## config.mk

```make
export PLATFORM = sky130hd
export DESIGN_NAME = uart_tx
export DESIGN_NICKNAME = d
export VERILOG_FILES = /design/src/rtl/uart_tx.sv
export SDC_FILE = /design/constraint.sdc
export NUM_CORES = 1
export LEC_CHECK = 0
export ABC_CLOCK_PERIOD_IN_PS = 3500
export CORE_MARGIN = 2
export CORE_UTILIZATION = 56
export DETAILED_ROUTE_END_ITERATION = 7
export PLACE_DENSITY = 0.78
export SYNTH_ARGS = -nofsm -noshare
export SYNTH_HDL_FRONTEND = slang
export SYNTH_SLANG_ARGS = --single-unit
```

## constraint.sdc

```tcl
create_clock -name clk_i -period 3.5 [get_ports clk_i]
set_clock_uncertainty 0.1 [all_clocks]
set_input_delay 0.7 -clock clk_i [delete_from_list [all_inputs] [get_ports clk_i]]
set_output_delay 0.7 -clock clk_i [all_outputs]
set_load 0.01 [all_outputs]
```

## src/rtl/uart_tx.sv

```systemverilog
// UART transmitter: 8 data bits LSB first, one stop bit, valid/ready byte handshake.
// Optional even-parity bit between bit 7 and stop when UART_TX_PARITY_EN is defined.
module uart_tx #(
  parameter int unsigned CLKS_PER_BIT = 10416
) (
  input  logic       clk_i,
  input  logic       nreset_i,
  input  logic       valid_i,
  input  logic [7:0] data_i,
  output logic       ready_o,
  output logic       tx_o,
  output logic       busy_o
);

  localparam int unsigned CNT_W = $clog2(CLKS_PER_BIT);
  localparam int unsigned IDX_W = 3;
  localparam logic [CNT_W-1:0] CNT_LAST = CNT_W'(CLKS_PER_BIT - 1);

`ifdef UART_TX_PARITY_EN
  typedef enum logic [2:0] {IDLE, START, DATA, PARITY, STOP} state_t;
`else
  typedef enum logic [2:0] {IDLE, START, DATA, STOP} state_t;
`endif

  state_t             state_q, state_d;
  logic [CNT_W-1:0]   cnt_q, cnt_d;
  logic [IDX_W-1:0]   idx_q, idx_d;
  logic [7:0]         shift_q, shift_d;
  logic               tx_q, tx_d;
  logic               ready_q, ready_d;
  logic               busy_q, busy_d;
  logic               tick;
`ifdef UART_TX_PARITY_EN
  logic               par_q, par_d;
`endif

  // State and datapath registers
  always_ff @(posedge clk_i) begin
    if (!nreset_i) begin
      state_q <= IDLE;
      cnt_q   <= '0;
      idx_q   <= '0;
      shift_q <= '0;
      tx_q    <= 1'b1;
      ready_q <= 1'b1;
      busy_q  <= 1'b0;
`ifdef UART_TX_PARITY_EN
      par_q   <= 1'b0;
`endif
    end else begin
      state_q <= state_d;
      cnt_q   <= cnt_d;
      idx_q   <= idx_d;
      shift_q <= shift_d;
      tx_q    <= tx_d;
      ready_q <= ready_d;
      busy_q  <= busy_d;
`ifdef UART_TX_PARITY_EN
      par_q   <= par_d;
`endif
    end
  end

  assign tick = (cnt_q == CNT_LAST);

  // Next state; outputs are derived from the next state so they register with it
  always_comb begin
    state_d = state_q;
    cnt_d   = cnt_q;
    idx_d   = idx_q;
    shift_d = shift_q;
`ifdef UART_TX_PARITY_EN
    par_d   = par_q;
`endif

    unique case (state_q)
      IDLE: begin
        cnt_d = '0;
        idx_d = '0;
        if (valid_i) begin
          state_d = START;
          shift_d = data_i;
`ifdef UART_TX_PARITY_EN
          par_d   = ^data_i;
`endif
        end
      end
      START: begin
        if (tick) begin
          state_d = DATA;
          cnt_d   = '0;
        end else begin
          cnt_d = cnt_q + CNT_W'(1);
        end
      end
      DATA: begin
        if (tick) begin
          cnt_d = '0;
          if (idx_q == IDX_W'(7)) begin
`ifdef UART_TX_PARITY_EN
            state_d = PARITY;
`else
            state_d = STOP;
`endif
          end else begin
            idx_d   = idx_q + IDX_W'(1);
            shift_d = {1'b0, shift_q[7:1]};
          end
        end else begin
          cnt_d = cnt_q + CNT_W'(1);
        end
      end
`ifdef UART_TX_PARITY_EN
      PARITY: begin
        if (tick) begin
          state_d = STOP;
          cnt_d   = '0;
        end else begin
          cnt_d = cnt_q + CNT_W'(1);
        end
      end
`endif
      STOP: begin
        if (tick) begin
          state_d = IDLE;
          cnt_d   = '0;
          idx_d   = '0;
        end else begin
          cnt_d = cnt_q + CNT_W'(1);
        end
      end
      default: state_d = IDLE;
    endcase

    tx_d = 1'b1;
    case (state_d)
      START:   tx_d = 1'b0;
      DATA:    tx_d = shift_d[0];
`ifdef UART_TX_PARITY_EN
      PARITY:  tx_d = par_q;
`endif
      default: tx_d = 1'b1;
    endcase
    ready_d = (state_d == IDLE);
    busy_d  = (state_d != IDLE);
  end

  assign ready_o = ready_q;
  assign tx_o    = tx_q;
  assign busy_o  = busy_q;

endmodule

```

Yosys cells after proc, flatten, opt, wreduce, memory -nomap -nowiden

Index checks and enable logic that the tools add are counted.

Bits in latches: 0
Bits in read-only memories: 0
Memory bits (writable): 0
Bits in registers: 31
Input bits: 11
Memories kept: 0

Div/mod/pow operators: 0
Bitwise operators: 0
Magnitude comparators: 0
$mul: 0
Reduce and logical (&&, ||, !) cells: 9
Shift operators: 0
$add $sub $neg: 2
Equality and inequality tests: 11
Multiplexer cells: 17

Operators by type and width:

| kind                                                | count |
|---|---|
| case mux 14 bit (2 select lines)                    | 1 |
| 2-to-1 mux 3 bit                                    | 8 |
| 2-to-1 mux 8 bit                                    | 3 |
| case mux 8 bit (2 select lines)                     | 1 |
| adder 14 x 1 -> 14 bit, second input constant       | 1 |
| equality test 14 bit, second input constant         | 1 |
| 2-to-1 mux 14 bit                                   | 1 |
| case mux 3 bit (4 select lines)                     | 1 |
| equality test 3 x 2 -> 1 bit, second input constant | 3 |
| case mux 3 bit (3 select lines)                     | 1 |
| inequality test 2 bit, second input constant        | 4 |
| AND reduction 4 bit                                 | 2 |
| equality test 3 x 1 -> 1 bit, second input constant | 2 |
| zero test 3 bit                                     | 2 |
| nonzero test 3 bit                                  | 2 |
| nonzero test 2 bit                                  | 2 |
| adder 3 x 1 -> 3 bit, second input constant         | 1 |
| equality test 3 bit, second input constant          | 1 |
| OR reduction 3 bit                                  | 1 |
| case mux 1 bit (2 select lines)                     | 1 |

Longest topological paths before layout

Word-level depth: 6
Mapped depth: 7

Least setup slack after synthesis

No wires, ideal clock.

Path type: input to register
Start point: in valid_i
End point: reg shift_q[1]
Setup slack: 1583 ps
Library setup time: 132 ps
Arrival time: 1685 ps
Path buffers: 0
Cell stages on the path: 5
Cell sequence: or3b_1 > nor2_1 > a31oi_1 > nand2_1 > a21oi_1

Word-level cells in the longest chain between the ends: 2

RTL lines:

| element                                | line | text |
|---|---|---|
| start: declaration                     | 8    | `input logic valid_i,` |
| inequality test 2 bit (no source line) | --   |  |
| AND reduction 4 bit (no source line)   | --   |  |
| end signal: assignment                 | 54   | `shift_q <= shift_d;` |
| end: declaration                       | 28   | `logic [7:0] shift_q, shift_d;` |

No other way between the ends.
A chain may end at the register's enable or synchronous reset.

Worst setup path in the final report

Start point: reg cnt_q[0]
End point: reg cnt_q[13]

Word-level cells in the longest chain between the ends: 3

RTL lines:

| element                                                        | line        | text |
|---|---|---|
| start: declaration                                             | 26          | `logic [CNT_W-1:0] cnt_q, cnt_d;` |
| start signal: assignment                                       | 52          | `cnt_q <= cnt_d;` |
| adder 14 x 1 -> 14 bit or equality test 14 bit (tied branches) | --          |  |
| 2-to-1 mux 14 bit *                                            | 89, 97, 124 |  |
| case mux 14 bit (2 select lines) *                             | 76          | `unique case (state_q)` |

Mark *: on every way between the ends. The rest lies on a longest branch, timed or not.

==> results_dict.tcl <==
set metrics [dict create \
    status "finished, final reports clean" \
    wl_per_cell_um 14.6 \
    p_sw_frac 0.224 \
    final_net_count 213 \
    yosys_warnings 0 \
    numCtsBuffers 5 \
    grt_pass1_wl_um 5830 \
    cp.arrival_ps 2640 \
    crit_path_end_kind "flop" \
    cts.clk_slew.worst_paths_ps 100 \
    cts_repair_resize_count 0 \
    cts-htree-levels 2 \
    worst-path-max-fanout 16 \
    seqPwrFrac 0.515 \
    place_ws_ps 796 \
    netSwitchingPower_uw 160 \
    cp.required_ps 3650 \
    fin_cells 231 \
    clk-insertion-delay-late_ps 330 \
    synth_area_mm2 0.00156 \
    startpoint_type "flop" \
    area_growth_pct 14.0 \
    layout-drive-gt1-share 0.0750 \
    async_flop_share 0 \
    dp.cells 223 \
    drtAntennaViolNets 0 \
    portBuffers 13 \
    clockBufferDepth 2 \
    diodes 0 \
    ir_worst_vdd_uv 347 \
    clkPwrFrac 0.412 \
    die_y_um 56.8 \
    cts_setup_buffers 0 \
    max-cap-violations 0 \
    holdBufCountCts 0 \
    synth_top_area_cell "dfxtp_1" \
    slew_viol_final 0 \
    initial_utilization 0.575 \
    hp-class "flop to flop" \
    postSynthCellCount 187 \
    dieWidth_um 56.8 \
    worstSetupPathType "flop to flop" \
    nFillCells 221 \
    p_leak_nw 0.604 \
    cts.sinks 31 \
    max_slew_margin 0.394 \
    synth_edf_count 0 \
    layout_worst_path_cycle_share 0.712 \
    grt_setup_unrepaired "no" \
    ys_top_cells_by_count "dfxtp_1, nand2_1, a21oi_1" \
    root_buffer "clkbuf_4" \
    fin_util 0.656 \
    antenna_found_initial 0 \
    period_needed_ps 2490 \
    grt_max_degree 20 \
    synth_cell_types 43 \
    firstDrtPassIters 4 \
    tightest_slew_ps 904 \
    power_density_mw_per_mm2 402 \
    synth_top_area_frac 0.398 \
    route.detailed.drc 0 \
    grt_overflow 0 \
    yosysMostFrequentCell "dfxtp_1" \
    core_mm2 0.00271 \
    internal-power_uw 554 \
    synth_area_leaders "dfxtp_1, nand2_1, a21oi_1" \
    max_clock_freq_mhz 401 \
    hold_viol 0 \
    cts_tree "yes" \
    finalPower_uw 714 \
    setup_tns_ps 0 \
    combPwrFrac 0.074 \
    yosys_most_used_dff "dfxtp_1" \
    drt-total-wl_um 3370 \
    drt_iter0_drc 51 \
    setup_viol 0 \
    syn_nets 201 \
    ys_ff_latch 31 \
    track_usage 0.230 \
    rows 19 \
    synth_seq_area_share 0.398 \
    dieArea_mm2 0.00322 \
    setup_ws_ps 1010 \
    gp_congestion 0.835 \
    grt_pass1_vias 1362 \
    avgViaCountPerCell 6.31 \
    boundaryPins 14 \
    dp_hpwl_um 2260 \
    vias 1457 \
    syn_area_per_cell_um2 8.34 \
]
cells in the final DEF, fill, tap and decap left out, types with 2 or more instances in the layout:
cell type         n
dfxtp_1          31
nand2_1          22
a21oi_1          16
nor2_1           13
clkdlybuf4s50_1  13
nand3_1          10
inv_1             8
a22oi_1           7
nor3_1            6
o311a_1           5
o21ai_0           5
clkbuf_4          5
nand4_1           4
a31oi_1           4
and2_1            4
mux2i_1           3
a311oi_1          3
o22ai_1           3
ha_1              3
and4_4            2
nor3_2            2
clkinv_1          2
or3_1             2
nand2b_1          2
o211a_1           2
nand4b_1          2
a211oi_1          2
and3_1            2
metrics by stage:
| stage | hold WS (ps) | area (um^2) |
|---|---|---|
| 2_1_floorplan | 336 | 1560 |
| 3_3_place_gp | 344 | 1690 |
| 3_5_place_dp | 347 | 1690 |
| 4_1_cts | 361 | 1780 |
| 5_1_grt | 391 | 1780 |
| 6_report | 361 | 1780 |
path summary, 6_finish.rpt:
check,end,cells after the start,from,slack (ps)
setup / recovery,cnt_q[13],6,cnt_q[0],1010
hold / removal,shift_q[2],2,shift_q[2],360
setup reg to reg,cnt_q[13],6,cnt_q[0],1010
hold reg to reg,shift_q[2],2,shift_q[2],360
critical path, stage by stage (launching register included):
cell and delay [ps]:
dfxtp_1 370, ha_1 260, and4_4 230, and4_4 230, nor3_2 690, a41oi_1 240, a311oi_1 270
final cells by class:
| type | instances | area (um^2) | area share |
|---|---|---|---|
| Timing Repair Buffer | 14 | 138 | 0.0775 |
| Clock inverter | 2 | 35.0 | 0.0197 |
| Sequential cell | 31 | 621 | 0.349 |
| Clock buffer | 6 | 51.3 | 0.0289 |
| Multi-Input combinational cell | 137 | 856 | 0.482 |
| Tap cell | 31 | 38.8 | 0.0218 |
| Inverter | 10 | 37.5 | 0.0211 |
cells by family (layout without fill, tap and decap cells):
kind of cell / count (synthesis) / after routing / synth area share
and+or+nand+nor: 77 / 77 / 0.265
other: 1 / 1 / 0.00241
xor gates and xnor gates: 1 / 1 / 0.00562
AOI/OAI and AO/OA: 52 / 52 / 0.233
buffers and inverters: 19 / 32 / 0.0530
muxes: 3 / 3 / 0.0193
DFF: 31 / 31 / 0.398
adders and majority gates: 3 / 3 / 0.0241
power groups by stage:
stage          Combinational, mW  Sequential, mW  Clock, mW
2_1_floorplan             0.0327           0.372          0
4_1_cts                   0.0526           0.368      0.299
3_5_place_dp              0.0518           0.376          0
6_report                  0.0526           0.368      0.294
3_3_place_gp              0.0505           0.376          0
5_1_grt                   0.0577           0.370      0.314
layer usage:
layer | GRT usage | vias up | part of all wire
li1 | - | 717 | -
met1 | 0.310 | 678 | 0.45
met2 | 0.337 | 54 | 0.47
met3 | 0.0484 | 8 | 0.059
met4 | 0.140 | 0 | 0.019
met5 | 0 | - | 0
registers in the layout, indices dropped and copies added (netlist names):
| name | flops |
|---|---|
| busy_o | 1 |
| cnt_q | 14 |
| idx_q | 3 |
| ready_o | 1 |
| shift_q | 8 |
| state_q | 3 |
| tx_o | 1 |
(Power assumes the default switching activity.)
